<file path="config.mk">
export PLATFORM = sky130hd
export DESIGN_NAME = orion_decoup_fifo_2ph
export DESIGN_NICKNAME = d
export VERILOG_FILES = /design/src/rtl/orion_decoup_pkg.sv /design/src/rtl/orion_sync2.sv /design/src/rtl/orion_decoup_fifo_2ph.sv
export SDC_FILE = /design/constraint.sdc
export NUM_CORES = 1
export LEC_CHECK = 0
export ABC_AREA = 1
export BUFFER_PORTS_ARGS = -buffer_cell sky130_fd_sc_hd__buf_2
export CORE_MARGIN = 2
export CORE_UTILIZATION = 33
export CTS_CLUSTER_DIAMETER = 50
export DETAILED_ROUTE_END_ITERATION = 16
export PLACE_DENSITY = 0.62
export SLEW_MARGIN = 30
export SYNTH_ARGS = -nofsm -noshare
export SYNTH_HDL_FRONTEND = slang
export SYNTH_SLANG_ARGS = --single-unit
</file>
<file path="constraint.sdc">
create_clock -name clock -period 1.7 [get_ports clock]
set_input_delay 0.085 -clock clock [delete_from_list [all_inputs] [get_ports clock]]
set_output_delay 0.085 -clock clock [all_outputs]
set_load 0.05 [all_outputs]
</file>
<file path="src/rtl/orion_decoup_pkg.sv">
// Shared types and sizing helpers for the Orion 2-phase decoupling FIFO.
// Latency: none, constant functions and types only.
// Backpressure: none, no logic here.
package orion_decoup_pkg;

    typedef struct packed {
        logic req;
        logic ack;
    } hs_t;

    // Pointer needs at least one bit even when DEPTH == 1.
    function automatic int ptr_w(input int depth);
        return (depth > 1) ? $clog2(depth) : 1;
    endfunction

    function automatic int cnt_w(input int depth);
        return $clog2(depth + 1);
    endfunction

    // A 2-phase pair has an outstanding token whenever its two wires differ.
    function automatic logic hs_pending(input hs_t hs);
        return hs.req ^ hs.ack;
    endfunction

endpackage

</file>
<file path="src/rtl/orion_sync2.sv">
// Two-flop synchronizer for a single handshake wire, reset to a chosen level.
// Latency: 2 clock edges from d to q.
// Backpressure: none, it is a plain delay line.
module orion_sync2
    import orion_decoup_pkg::*;
#(
    parameter logic RST_VAL = 1'b0
) (
    input  logic clock,
    input  logic reset,
    input  logic d,
    output logic q
);

    logic meta;

    always_ff @(posedge clock) begin
        if (reset) begin
            meta <= RST_VAL;
            q    <= RST_VAL;
        end else begin
            meta <= d;
            q    <= meta;
        end
    end

endmodule

</file>
<file path="src/rtl/orion_decoup_fifo_2ph.sv">
// DEPTH-entry clocked FIFO between 2-phase bundled-data handshakes; ORION_DECOUP_SYNC_EN adds input synchronizers.
// Latency: in_ack toggles on the edge that sees in_req, out_req one edge later at the earliest (+2 per leg when synced).
// Backpressure: when full, in_ack holds and in_data is ignored; launches wait until out_ack matches out_req.
module orion_decoup_fifo_2ph
    import orion_decoup_pkg::*;
#(
    parameter int               WIDTH   = 8,
    parameter int               DEPTH   = 4,
    parameter logic [WIDTH-1:0] D_INIT  = '0,
    parameter logic             PI_INIT = 1'b0,
    parameter logic             PO_INIT = 1'b0
) (
    input  logic                      clock,
    input  logic                      reset,
    input  logic                      in_req,
    output logic                      in_ack,
    input  logic [WIDTH-1:0]          in_data,
    output logic                      out_req,
    input  logic                      out_ack,
    output logic [WIDTH-1:0]          out_data,
    output logic [cnt_w(DEPTH)-1:0]   count
);

    localparam int              PW   = ptr_w(DEPTH);
    localparam int              CW   = cnt_w(DEPTH);
    localparam logic [CW-1:0]   FULL = CW'(DEPTH);
    localparam logic [PW-1:0]   LAST = PW'(DEPTH - 1);

    logic             req_s;
    logic             ack_s;
    hs_t              in_hs;
    hs_t              out_hs;
    logic             push;
    logic             launch;
    logic [PW-1:0]    wr_ptr;
    logic [PW-1:0]    rd_ptr;
    logic [WIDTH-1:0] mem [DEPTH];

`ifdef ORION_DECOUP_SYNC_EN
    orion_sync2 #(.RST_VAL(PI_INIT)) u_sync_req (
        .clock (clock),
        .reset (reset),
        .d     (in_req),
        .q     (req_s)
    );

    orion_sync2 #(.RST_VAL(PO_INIT)) u_sync_ack (
        .clock (clock),
        .reset (reset),
        .d     (out_ack),
        .q     (ack_s)
    );
`else
    assign req_s = in_req;
    assign ack_s = out_ack;
`endif

    assign in_hs  = '{req: req_s,   ack: in_ack};
    assign out_hs = '{req: out_req, ack: ack_s};

    // No bypass: a launch only ever reads an entry stored on an earlier edge.
    assign push   = hs_pending(in_hs) && (count != FULL);
    assign launch = !hs_pending(out_hs) && (count != '0);

    always_ff @(posedge clock) begin
        if (push) begin
            mem[wr_ptr] <= in_data;
        end
    end

    always_ff @(posedge clock) begin
        if (reset) begin
            wr_ptr   <= '0;
            rd_ptr   <= '0;
            count    <= '0;
            in_ack   <= PI_INIT;
            out_req  <= PO_INIT;
            out_data <= D_INIT;
        end else begin
            if (push) begin
                wr_ptr <= (wr_ptr == LAST) ? '0 : wr_ptr + 1'b1;
                in_ack <= ~in_ack;
            end
            if (launch) begin
                rd_ptr   <= (rd_ptr == LAST) ? '0 : rd_ptr + 1'b1;
                out_data <= mem[rd_ptr];
                out_req  <= ~out_req;
            end
            case ({push, launch})
                2'b10:   count <= count + 1'b1;
                2'b01:   count <= count - 1'b1;
                default: count <= count;
            endcase
        end
    end

endmodule

</file>
Yosys cells after proc, flatten, opt, wreduce, memory -nomap -nowiden
Memories as Yosys holds them, arrays and structs flattened. A register that Yosys moved wholly into a read port is not among the register bits.
Cells that the tools add are included.
Word-level totals
  flip-flop bits (word level): 9
  bits in latches: 0
  memory bits (writable): 32
  ROM bits: 0
  output and inout port bits: 13
  memories: 1
Memory list
  mem: depth 4, width 8, read ports 1, clocked after memory_dff 1, write ports 1, RTL line orion_decoup_fifo_2ph.sv:37  | logic [WIDTH-1:0] mem [DEPTH];
Cells by class
  add/sub/neg operators: 4
  $mul: 0
  div/mod/pow operators: 0
  magnitude comparators: 0
  eq/ne operators: 5
  shift-type cells: 0
  multiplexer cells: 5
  bitwise operators: 4
  reductions and logical operators: 5
Operators with widths (count)
  == test 2 bit, second input constant: 3
  case mux 3 bit (2 select lines): 1
  adder 2 x 1 -> 2 bit, second input constant: 2
  two-way mux 2 bit: 2
  adder 3 x 1 -> 3 bit, second input constant: 1
  inequality test 3 bit, second input constant: 1
  nonzero test 3 bit: 1
  subtractor 3 x 1 -> 3 bit, second input constant: 1
  == test 2 x 1 -> 1 bit, second input constant: 1
  logical AND 1 bit: 2
  two-way mux 1 bit: 2
  inverter 1 bit: 2
  nonzero test 2 bit: 1
  bitwise XOR 1 bit: 2
  zero test 1 bit: 1

Logic depth before layout (Yosys ltp)
Gate-level depths: netlist (run 1).
  depth in word-level cells: 5
  gate-level depth with buffers: 14
  depth with buffers taken out: 14

Worst setup path before layout (run 1)
Ideal clock, no wire load.
  path type: register to register
  from: register count[0]
  to: register count[2]
  setup time: 0.113 ns
  arrival: 1.943 ns
  required time: 1.587 ns
  setup slack: -0.356 ns
  stages on the path, launching flop included: 14
  buffers on the path: 0
  period minus slack after synthesis: 2.056 ns
  path through: dfxtp_1 inv_2 nand3_2 nand2_4 inv_1 ha_1 inv_1 fa_1 inv_1 nand2_1 nand3_1 nand2_1 nand2_1 nor2_1
Between the ends
  word-level cells in the longest chain between the ends: 4
RTL lines
  start, declared: RTL line orion_decoup_fifo_2ph.sv:21  | output logic [cnt_w(DEPTH)-1:0] count
  start signal, assigned: RTL line orion_decoup_fifo_2ph.sv:90  | 2'b10: count <= count + 1'b1;
  start signal, assigned: RTL line orion_decoup_fifo_2ph.sv:91  | 2'b01: count <= count - 1'b1;
  start signal, assigned: RTL line orion_decoup_fifo_2ph.sv:92  | default: count <= count;
  nonzero test 3 bit (*): RTL line orion_decoup_fifo_2ph.sv:63  | assign launch = !hs_pending(out_hs) && (count != '0);
  logical AND 1 bit (*): RTL line orion_decoup_fifo_2ph.sv:63
  named net launch: RTL line orion_decoup_fifo_2ph.sv:34  | logic launch;
  == test 2 x 1 -> 1 bit / == test 2 bit (equally long branches): RTL line orion_decoup_fifo_2ph.sv:89  | case ({push, launch})
  case mux 3 bit (2 select lines) / nonzero test 2 bit (equally long branches)
The timed path passes the listed nets; every way through them passes the cells marked *.
A chain may end at the register's enable or synchronous reset.

Final worst setup path (run 1)
  from: register out_req
  to: register count[2]
Between the ends
  word-level cells in the longest chain between the ends: 5
RTL lines
  start, declared: RTL line orion_decoup_fifo_2ph.sv:18  | output logic out_req,
  start signal, assigned: RTL line orion_decoup_fifo_2ph.sv:87  | out_req <= ~out_req;
  bitwise XOR 1 bit (*): RTL line orion_decoup_pkg.sv:22  | return hs.req ^ hs.ack;
  zero test 1 bit (*): RTL line orion_decoup_fifo_2ph.sv:63
  logical AND 1 bit (*): RTL line orion_decoup_fifo_2ph.sv:63
  named net launch: RTL line orion_decoup_fifo_2ph.sv:34
  == test 2 x 1 -> 1 bit / == test 2 bit (equally long branches): RTL line orion_decoup_fifo_2ph.sv:89
  case mux 3 bit (2 select lines) / nonzero test 2 bit (equally long branches)
Marked as above.

==> run_summary.xml, run 1 <==
<?xml version="1.0" encoding="UTF-8"?>
<metrics>
  <group name="route">
    <metric name="drt_first_pass_iters" unit="">4</metric>
    <metric name="routed_wl" unit="mm">3.94</metric>
    <metric name="viasPerCell" unit="">4.19</metric>
    <metric name="drc_errors" unit="">0</metric>
    <metric name="detail_route.wl_per_cell" unit="um">10.3</metric>
    <metric name="post_detailed_route_count_of_antenna_violating_nets" unit="">0</metric>
    <metric name="route.vias.total" unit="">1604</metric>
    <metric name="first_iter_violations" unit="">75</metric>
  </group>
  <group name="floorplanning">
    <metric name="die_ht" unit="um">86.5</metric>
    <metric name="num_io_pins" unit="">25</metric>
    <metric name="rows" unit="">30</metric>
    <metric name="die_width" unit="um">86.5</metric>
    <metric name="floorplan.die_area" unit="sq um">7490</metric>
    <metric name="placeableCoreArea" unit="sq um">6680</metric>
    <metric name="initial_utilization" unit="%">33.6</metric>
  </group>
  <group name="critical_path">
    <metric name="worstSetupEndpoint" unit="">count[2]</metric>
    <metric name="timing.reg2reg.setup_slack" unit="ps">5</metric>
    <metric name="worstSetupPathType" unit="">reg -&gt; reg</metric>
    <metric name="timing.critical_path.slowest_cell_delay" unit="ps">370</metric>
    <metric name="capturing_point_of_the_worst_reg2reg_path" unit="">count[2]</metric>
    <metric name="timing.critical_path.required" unit="ps">1910</metric>
    <metric name="cp-end-kind" unit="">flop</metric>
    <metric name="rr_startpoint" unit="">out_req</metric>
    <metric name="startpoint" unit="">out_req</metric>
    <metric name="critical_path_peak_fanout" unit="">4</metric>
    <metric name="critPathArrivalTime" unit="ps">1910</metric>
    <metric name="critical-path-slowest-cell" unit="">sky130_fd_sc_hd__dfxtp_4</metric>
    <metric name="setup.worst_path.start_class" unit="">flop</metric>
    <metric name="worst_r2r_path_depth" unit="">14</metric>
    <metric name="crit_path_cell_trace" unit="">inv_2, nand2_2, nand2_4, nand2_4, inv_4, ha_4, inv_4, fa_2, inv_2, nand2_1, nand3_2, nand2_2, nand2_1, nor2_1</metric>
  </group>
  <group name="cts">
    <metric name="clock_insertion_delay_worst_skew" unit="ps">310</metric>
    <metric name="cts_max_level" unit="">2</metric>
    <metric name="clk_transition_reported_paths" unit="ps">90</metric>
    <metric name="ctsRootBufferMaster" unit="">sky130_fd_sc_hd__clkbuf_8</metric>
    <metric name="clkSinkCount" unit="">49</metric>
    <metric name="cts.path.max_buffers" unit="">2</metric>
    <metric name="cts_inserted_buffers" unit="">5</metric>
    <metric name="cts_tree" unit="">done</metric>
  </group>
  <group name="grt">
    <metric name="grt_start_max_net_pins" unit="">17</metric>
    <metric name="grt_pass1_wl" unit="mm">6.54</metric>
    <metric name="overflow" unit="">0</metric>
    <metric name="antenna_found_initial" unit="">0</metric>
    <metric name="global_route.usage.total" unit="%">11.3</metric>
    <metric name="grt_pass1_vias" unit="">1411</metric>
  </group>
  <group name="synthesis">
    <metric name="syn_area_per_cell" unit="sq um">8.68</metric>
    <metric name="synth_area" unit="sq um">2250</metric>
    <metric name="yosysWarnings" unit="">0</metric>
    <metric name="unique_cell_type_count_in_the_yosys_netlist" unit="">20</metric>
    <metric name="synth_top_area_share" unit="%">42.8</metric>
    <metric name="post_synth_inst_count" unit="">259</metric>
    <metric name="netlist.top_cell.by_area" unit="">sky130_fd_sc_hd__edfxtp_1</metric>
    <metric name="postSynthNetCount" unit="">278</metric>
    <metric name="ys_seq_elements" unit="">49</metric>
    <metric name="synth_sequential_area_ratio" unit="%">57.9</metric>
    <metric name="post_synth_main_area_contributors" unit="">sky130_fd_sc_hd__edfxtp_1, sky130_fd_sc_hd__dfxtp_1, sky130_fd_sc_hd__nand2_1, sky130_fd_sc_hd__inv_1, sky130_fd_sc_hd__nand3_1</metric>
  </group>
  <group name="placement">
    <metric name="dp_hpwl" unit="mm">2.70</metric>
    <metric name="placement.io_buffers" unit="">24</metric>
    <metric name="gp_routability_congestion" unit="">0.755</metric>
    <metric name="post-place-ws" unit="ps">77.4</metric>
    <metric name="dp.cells" unit="">366</metric>
  </group>
  <group name="sta">
    <metric name="report.final.slew_viol_count" unit="">0</metric>
    <metric name="timing.clock.skew" unit="ps">14.8</metric>
    <metric name="finalSetupViolations" unit="">0</metric>
    <metric name="tightestPinTransition" unit="ps">438</metric>
    <metric name="final-hold-violation-count" unit="">0</metric>
    <metric name="timing.final.crit_share" unit="%">99.7</metric>
    <metric name="slew_headroom" unit="%">70.7</metric>
    <metric name="hold_ws" unit="ps">10.1</metric>
    <metric name="setup_slack" unit="ps">5.10</metric>
    <metric name="period_needed" unit="ps">1690</metric>
    <metric name="unrepaired_setup_endpoints_after_global_routing" unit="">yes</metric>
    <metric name="clock.fmax" unit="MHz">590</metric>
  </group>
  <group name="final_layout">
    <metric name="num_antenna_cells" unit="">0</metric>
    <metric name="nets_final" unit="">321</metric>
    <metric name="layout-area-overhead-vs-synth" unit="%">22.7</metric>
    <metric name="mostFrequentLayoutCell" unit="">sky130_fd_sc_hd__nand2_1</metric>
    <metric name="final-instance-count-excl-fill" unit="">383</metric>
    <metric name="drive_gt1_share" unit="%">22.8</metric>
    <metric name="most-common-layout-cells" unit="">sky130_fd_sc_hd__nand2_1, sky130_fd_sc_hd__inv_1, sky130_fd_sc_hd__edfxtp_1</metric>
  </group>
  <group name="run_status">
    <metric name="status" unit="">finished clean</metric>
  </group>
  <group name="power_and_ir_drop">
    <metric name="worst_ir_drop_vdd" unit="uV">394</metric>
    <metric name="leakagePower" unit="uW">0.00133</metric>
    <metric name="p_per_area" unit="nW/um^2">1660</metric>
  </group>
  <group name="run">
    <metric name="cap_violations" unit="">0</metric>
  </group>
  <group name="min_path">
    <metric name="path_class_of_the_lowest_slack_min_delay_path" unit="">in -&gt; reg</metric>
  </group>
</metrics>
## registers in the layout (all words and copies together), names as in the netlist
| name | flops |
|---|---|
| mem | 32 |
| wr_ptr | 2 |
| count | 3 |
| out_data | 8 |
| rd_ptr | 2 |
| out_req | 1 |
| in_ack | 1 |
## repair_timing
| action | in CTS | in global routing |
|---|---|---|
| hold endpoints to repair | 24 | 0 |
| hold buffers | 7 | 0 |
| setup endpoints to repair | 0 | 1 |
| buffers inserted | 0 | 2 |
| gates resized for setup | 0 | 12 |
## logic make-up (layout without fill, tap and decap cells)
logic type,Yosys count,count (layout),synth area share (%)
AO/OA/AOI/OAI,7,7,1.56
adder cells (fa/ha/maj),7,7,4.23
buffers and inverters,66,110,12.2
flip-flops,49,49,57.9
AND/OR/NAND/NOR,130,130,24.1
## critical path: cells and delay by family, from the launching register on
| kind | cells | cell delay [ps] |
|---|---|---|
| adders and majority gates | 2 | 520 |
| DFF | 1 | 370 |
| and+or+nand+nor | 8 | 500 |
| buffers and inverters | 4 | 220 |
## layout make-up
class	count	area, sq um
Multi-Input combinational cell	144	726
Clock buffer	6	82.6
Tap cell	80	100
Timing Repair Buffer	42	273
Clock inverter	2	16.3
Sequential cell	49	1320
Inverter	60	240
Fill cell	650	3920
## synthesized netlist by cell type
library cell,number
sky130_fd_sc_hd__fa_1,1
sky130_fd_sc_hd__or2_0,1
sky130_fd_sc_hd__nand3_1,22
sky130_fd_sc_hd__inv_1,56
sky130_fd_sc_hd__inv_4,1
sky130_fd_sc_hd__edfxtp_1,32
sky130_fd_sc_hd__ha_1,6
sky130_fd_sc_hd__nand3b_1,1
sky130_fd_sc_hd__buf_2,2
sky130_fd_sc_hd__nand2_2,2
sky130_fd_sc_hd__buf_4,2
sky130_fd_sc_hd__nor2_1,29
sky130_fd_sc_hd__o21ai_0,2
sky130_fd_sc_hd__dfxtp_1,17
sky130_fd_sc_hd__nand3_2,1
sky130_fd_sc_hd__nand2_1,73
sky130_fd_sc_hd__inv_2,3
sky130_fd_sc_hd__nand2_4,1
sky130_fd_sc_hd__a21oi_1,5
sky130_fd_sc_hd__buf_6,2
## how the worst min path moves through the flow
stage                          start        end  slack, ps  cells after the start
after floorplan                reset     in_ack        140                      1
after global placement         reset     in_ack        280                      2
after detailed placement       reset     in_ack        280                      2
after CTS                 in_data[4]  mem[2][4]          4                      1
after global routing      in_data[4]  mem[2][4]          9                      1
final                     in_data[3]  mem[0][3]         10                      1
## power by group
| part | switching [uW] | leakage [uW] | internal [uW] |
|---|---|---|---|
| clock network | 390 | 0.0000478 | 335 |
| logic | 1420 | 0.000842 | 694 |
| registers | 161 | 0.000437 | 1560 |
| total | 1970 | 0.00133 | 2590 |
## metrics by stage
step | total power (uW) | area, sq um | setup TNS [ps] | util (%)
2_1_floorplan | 3320 | 2300 | 0 | -
3_3_place_gp | 3710 | 2540 | 0 | 38.0
3_5_place_dp | 3750 | 2540 | 0 | 38.0
4_1_cts | 4490 | 2710 | 0 | 40.5
5_1_grt | 4940 | 2760 | -93.4 | 41.3
6_report | 4570 | 2760 | 0 | 41.3
## routing by layer
metal  vias to the layer above  GRT usage (%)  wire, um
met3                         6           3.14       167
met1                       702           14.4      1880
met2                        23           18.2      1820
li1                        873              -         -
met4                         0           4.69        76
met5                         -              0         0
Note: power is estimated with default switching activity, not from simulation.
==> run 2, diff against run 1 <==
Settings changed: ABC_CLOCK_PERIOD_IN_PS from default to 1700, CELL_PAD_IN_SITES_DETAIL_PLACEMENT from default to 2, CELL_PAD_IN_SITES_GLOBAL_PLACEMENT from default to 2, CORE_UTILIZATION 33 to 31, PLACE_DENSITY 0.62 to 0.83.
==> run 2 against run 1 <==
Net effect:
- register-to-register slack gained 20 ps
- core utilization fell by 1.5 points
- maximum frequency increased by 1.4%
- worst setup slack improved by 23 ps
- die area grew 6.1%
- critical path depth unchanged
- routed wire length rose by 45%
- clock skew shrank 3.3 ps
- sequential power about the same
- largest power group unchanged
==> run_summary.xml, run 2 (synthesis gave the netlist of run 1 again) <==
<?xml version="1.0" encoding="UTF-8"?>
<metrics>
  <group name="final_layout">
    <metric name="drive_gt1_share" unit="%">24.1</metric>
    <metric name="final-instance-count-excl-fill" unit="">410</metric>
    <metric name="most-common-layout-cells" unit="">sky130_fd_sc_hd__nand2_1, sky130_fd_sc_hd__inv_1, sky130_fd_sc_hd__edfxtp_1</metric>
    <metric name="largestRegisters" unit="">mem x32, out_data x8, count x3</metric>
    <metric name="layout-area-overhead-vs-synth" unit="%">26.3</metric>
    <metric name="nets_final" unit="">329</metric>
    <metric name="num_antenna_cells" unit="">0</metric>
    <metric name="largest-register" unit="">mem</metric>
    <metric name="largest_reg_flops" unit="">32</metric>
    <metric name="mostFrequentLayoutCell" unit="">sky130_fd_sc_hd__nand2_1</metric>
  </group>
  <group name="critical_path">
    <metric name="timing.reg2reg.setup_slack" unit="ps">30</metric>
    <metric name="worstSetupPathType" unit="">reg -&gt; reg</metric>
    <metric name="timing.critical_path.slowest_cell_delay" unit="ps">360</metric>
    <metric name="critical_path_peak_fanout" unit="">3</metric>
    <metric name="capturing_point_of_the_worst_reg2reg_path" unit="">count[2]</metric>
    <metric name="setup.worst_path.start_class" unit="">flop</metric>
    <metric name="rr_startpoint" unit="">out_req</metric>
    <metric name="critPathArrivalTime" unit="ps">1890</metric>
    <metric name="startpoint" unit="">out_req</metric>
    <metric name="critical-path-top-cell-by-count" unit="">sky130_fd_sc_hd__nand2_2</metric>
    <metric name="worst_r2r_path_depth" unit="">14</metric>
    <metric name="worstSetupEndpoint" unit="">count[2]</metric>
    <metric name="critical-path-slowest-cell" unit="">sky130_fd_sc_hd__dfxtp_4</metric>
    <metric name="timing.critical_path.required" unit="ps">1920</metric>
    <metric name="crit_path_cell_trace" unit="">inv_2, nand2_2, nand2_2, nand2_4, inv_4, ha_4, inv_2, fa_2, inv_2, nand2_2, nand3_2, nand2_2, nand2_1, nor2_1</metric>
    <metric name="cp-end-kind" unit="">flop</metric>
  </group>
  <group name="route">
    <metric name="detail_route.wl_per_cell" unit="um">13.9</metric>
    <metric name="first_iter_violations" unit="">24</metric>
    <metric name="viasPerCell" unit="">4.35</metric>
    <metric name="drt_first_pass_iters" unit="">4</metric>
    <metric name="routed_wl" unit="mm">5.71</metric>
    <metric name="drc_errors" unit="">0</metric>
    <metric name="post_detailed_route_count_of_antenna_violating_nets" unit="">0</metric>
    <metric name="route.vias.total" unit="">1785</metric>
  </group>
  <group name="cts">
    <metric name="cts_max_level" unit="">2</metric>
    <metric name="cts_tree" unit="">done</metric>
    <metric name="ctsRootBufferMaster" unit="">sky130_fd_sc_hd__clkbuf_8</metric>
    <metric name="clkSinkCount" unit="">49</metric>
    <metric name="clock_insertion_delay_worst_skew" unit="ps">310</metric>
    <metric name="cts_inserted_buffers" unit="">5</metric>
    <metric name="clk_transition_reported_paths" unit="ps">100</metric>
    <metric name="cts.path.max_buffers" unit="">2</metric>
  </group>
  <group name="floorplanning">
    <metric name="initial_utilization" unit="%">31.5</metric>
    <metric name="rows" unit="">31</metric>
    <metric name="floorplan.die_area" unit="sq um">7950</metric>
    <metric name="placeableCoreArea" unit="sq um">7140</metric>
    <metric name="die_width" unit="um">89.1</metric>
    <metric name="die_ht" unit="um">89.1</metric>
    <metric name="num_io_pins" unit="">25</metric>
  </group>
  <group name="sta">
    <metric name="unrepaired_setup_endpoints_after_global_routing" unit="">yes</metric>
    <metric name="tightestPinTransition" unit="ps">527</metric>
    <metric name="final-hold-violation-count" unit="">0</metric>
    <metric name="fin_setup_tns" unit="ps">0</metric>
    <metric name="timing.final.crit_share" unit="%">98.4</metric>
    <metric name="timing.clock.skew" unit="ps">11.6</metric>
    <metric name="period_needed" unit="ps">1670</metric>
    <metric name="finalSetupViolations" unit="">0</metric>
    <metric name="hold_ws" unit="ps">38.1</metric>
    <metric name="report.final.slew_viol_count" unit="">0</metric>
    <metric name="slew_headroom" unit="%">64.8</metric>
    <metric name="clock.fmax" unit="MHz">598</metric>
  </group>
  <group name="power_and_ir_drop">
    <metric name="p_per_area" unit="nW/um^2">1700</metric>
    <metric name="worst_ir_drop_vdd" unit="uV">577</metric>
    <metric name="leakagePower" unit="uW">0.00137</metric>
    <metric name="total_power" unit="uW">4830</metric>
  </group>
  <group name="placement">
    <metric name="dp.cells" unit="">386</metric>
    <metric name="gp_routability_congestion" unit="">0.697</metric>
    <metric name="placement.io_buffers" unit="">24</metric>
    <metric name="dp_hpwl" unit="mm">3.86</metric>
  </group>
  <group name="grt">
    <metric name="antenna_found_initial" unit="">0</metric>
    <metric name="grt_pass1_vias" unit="">1891</metric>
    <metric name="grt_start_max_net_pins" unit="">19</metric>
    <metric name="grt_pass1_wl" unit="mm">9.09</metric>
    <metric name="overflow" unit="">0</metric>
    <metric name="global_route.usage.total" unit="%">15.2</metric>
  </group>
  <group name="run_status">
    <metric name="status" unit="">finished clean</metric>
  </group>
  <group name="run">
    <metric name="cap_violations" unit="">0</metric>
  </group>
  <group name="min_path">
    <metric name="path_class_of_the_lowest_slack_min_delay_path" unit="">in -&gt; reg</metric>
  </group>
</metrics>
run 2: metal layers:
metal  track usage (%)  vias up  routed length (um)
li1                  -      885                   -
met3              2.77        8                 176
met4              5.02        0                  93
met5                 0        -                   0
met2              26.5       27                2910
met1              19.1      865                2530
run 2: where the power goes:
group	switching, uW	internal [uW]	total, uW
registers	177	1560	1740
logic	1570	768	2340
clock network	449	309	758
total	2190	2640	4830
run 2: cell type report:
| cell class | count | area, sq um |
|---|---|---|
| timing repair buffer | 50 | 338 |
| fill | 819 | 4300 |
| clock buffer | 5 | 68.8 |
| sequential | 49 | 1320 |
| inverter | 60 | 238 |
| tap | 99 | 124 |
| clock inverter | 3 | 28.8 |
| multi-input combinational | 144 | 721 |
run 2: repair_timing:
item                       4_1_cts  5_1_grt
setup buffers                    2        5
gates resized for setup          3        7
setup endpoints to repair        1        1
hold endpoints to repair        33        0
pin swaps                        2        7
hold buffers                     9        0
cloned                           0        0
run 2: worst min path at each step:
| stage | startpoint | to | slack, ps | depth (start not counted) |
|---|---|---|---|---|
| finish | out_ack | out_req | 40 | 4 |
| global route | in_req | in_ack | 70 | 3 |
| CTS | out_ack | out_req | 20 | 4 |
| detailed placement | reset | in_ack | 270 | 2 |
| global placement | reset | in_ack | 270 | 2 |
| floorplan | reset | in_ack | 140 | 1 |
run 2: worst max-delay path, delay by kind of cell, from the launching register on:
kind	cells	cell delay [ps]
buf+inv	4	230
flops	1	360
fa+ha+maj	2	480
simple gates	8	490
run 2: per-stage QoR:
step / area (sq um) / setup slack [ps] / utilization [%]
floorplan: 2300 / 8.45 / -
global placement: 2570 / 86.6 / 36.0
detailed placement: 2570 / -41.3 / 36.0
CTS: 2790 / 16.3 / 39.0
global route: 2840 / -88.0 / 39.8
finish: 2840 / 27.8 / 39.8
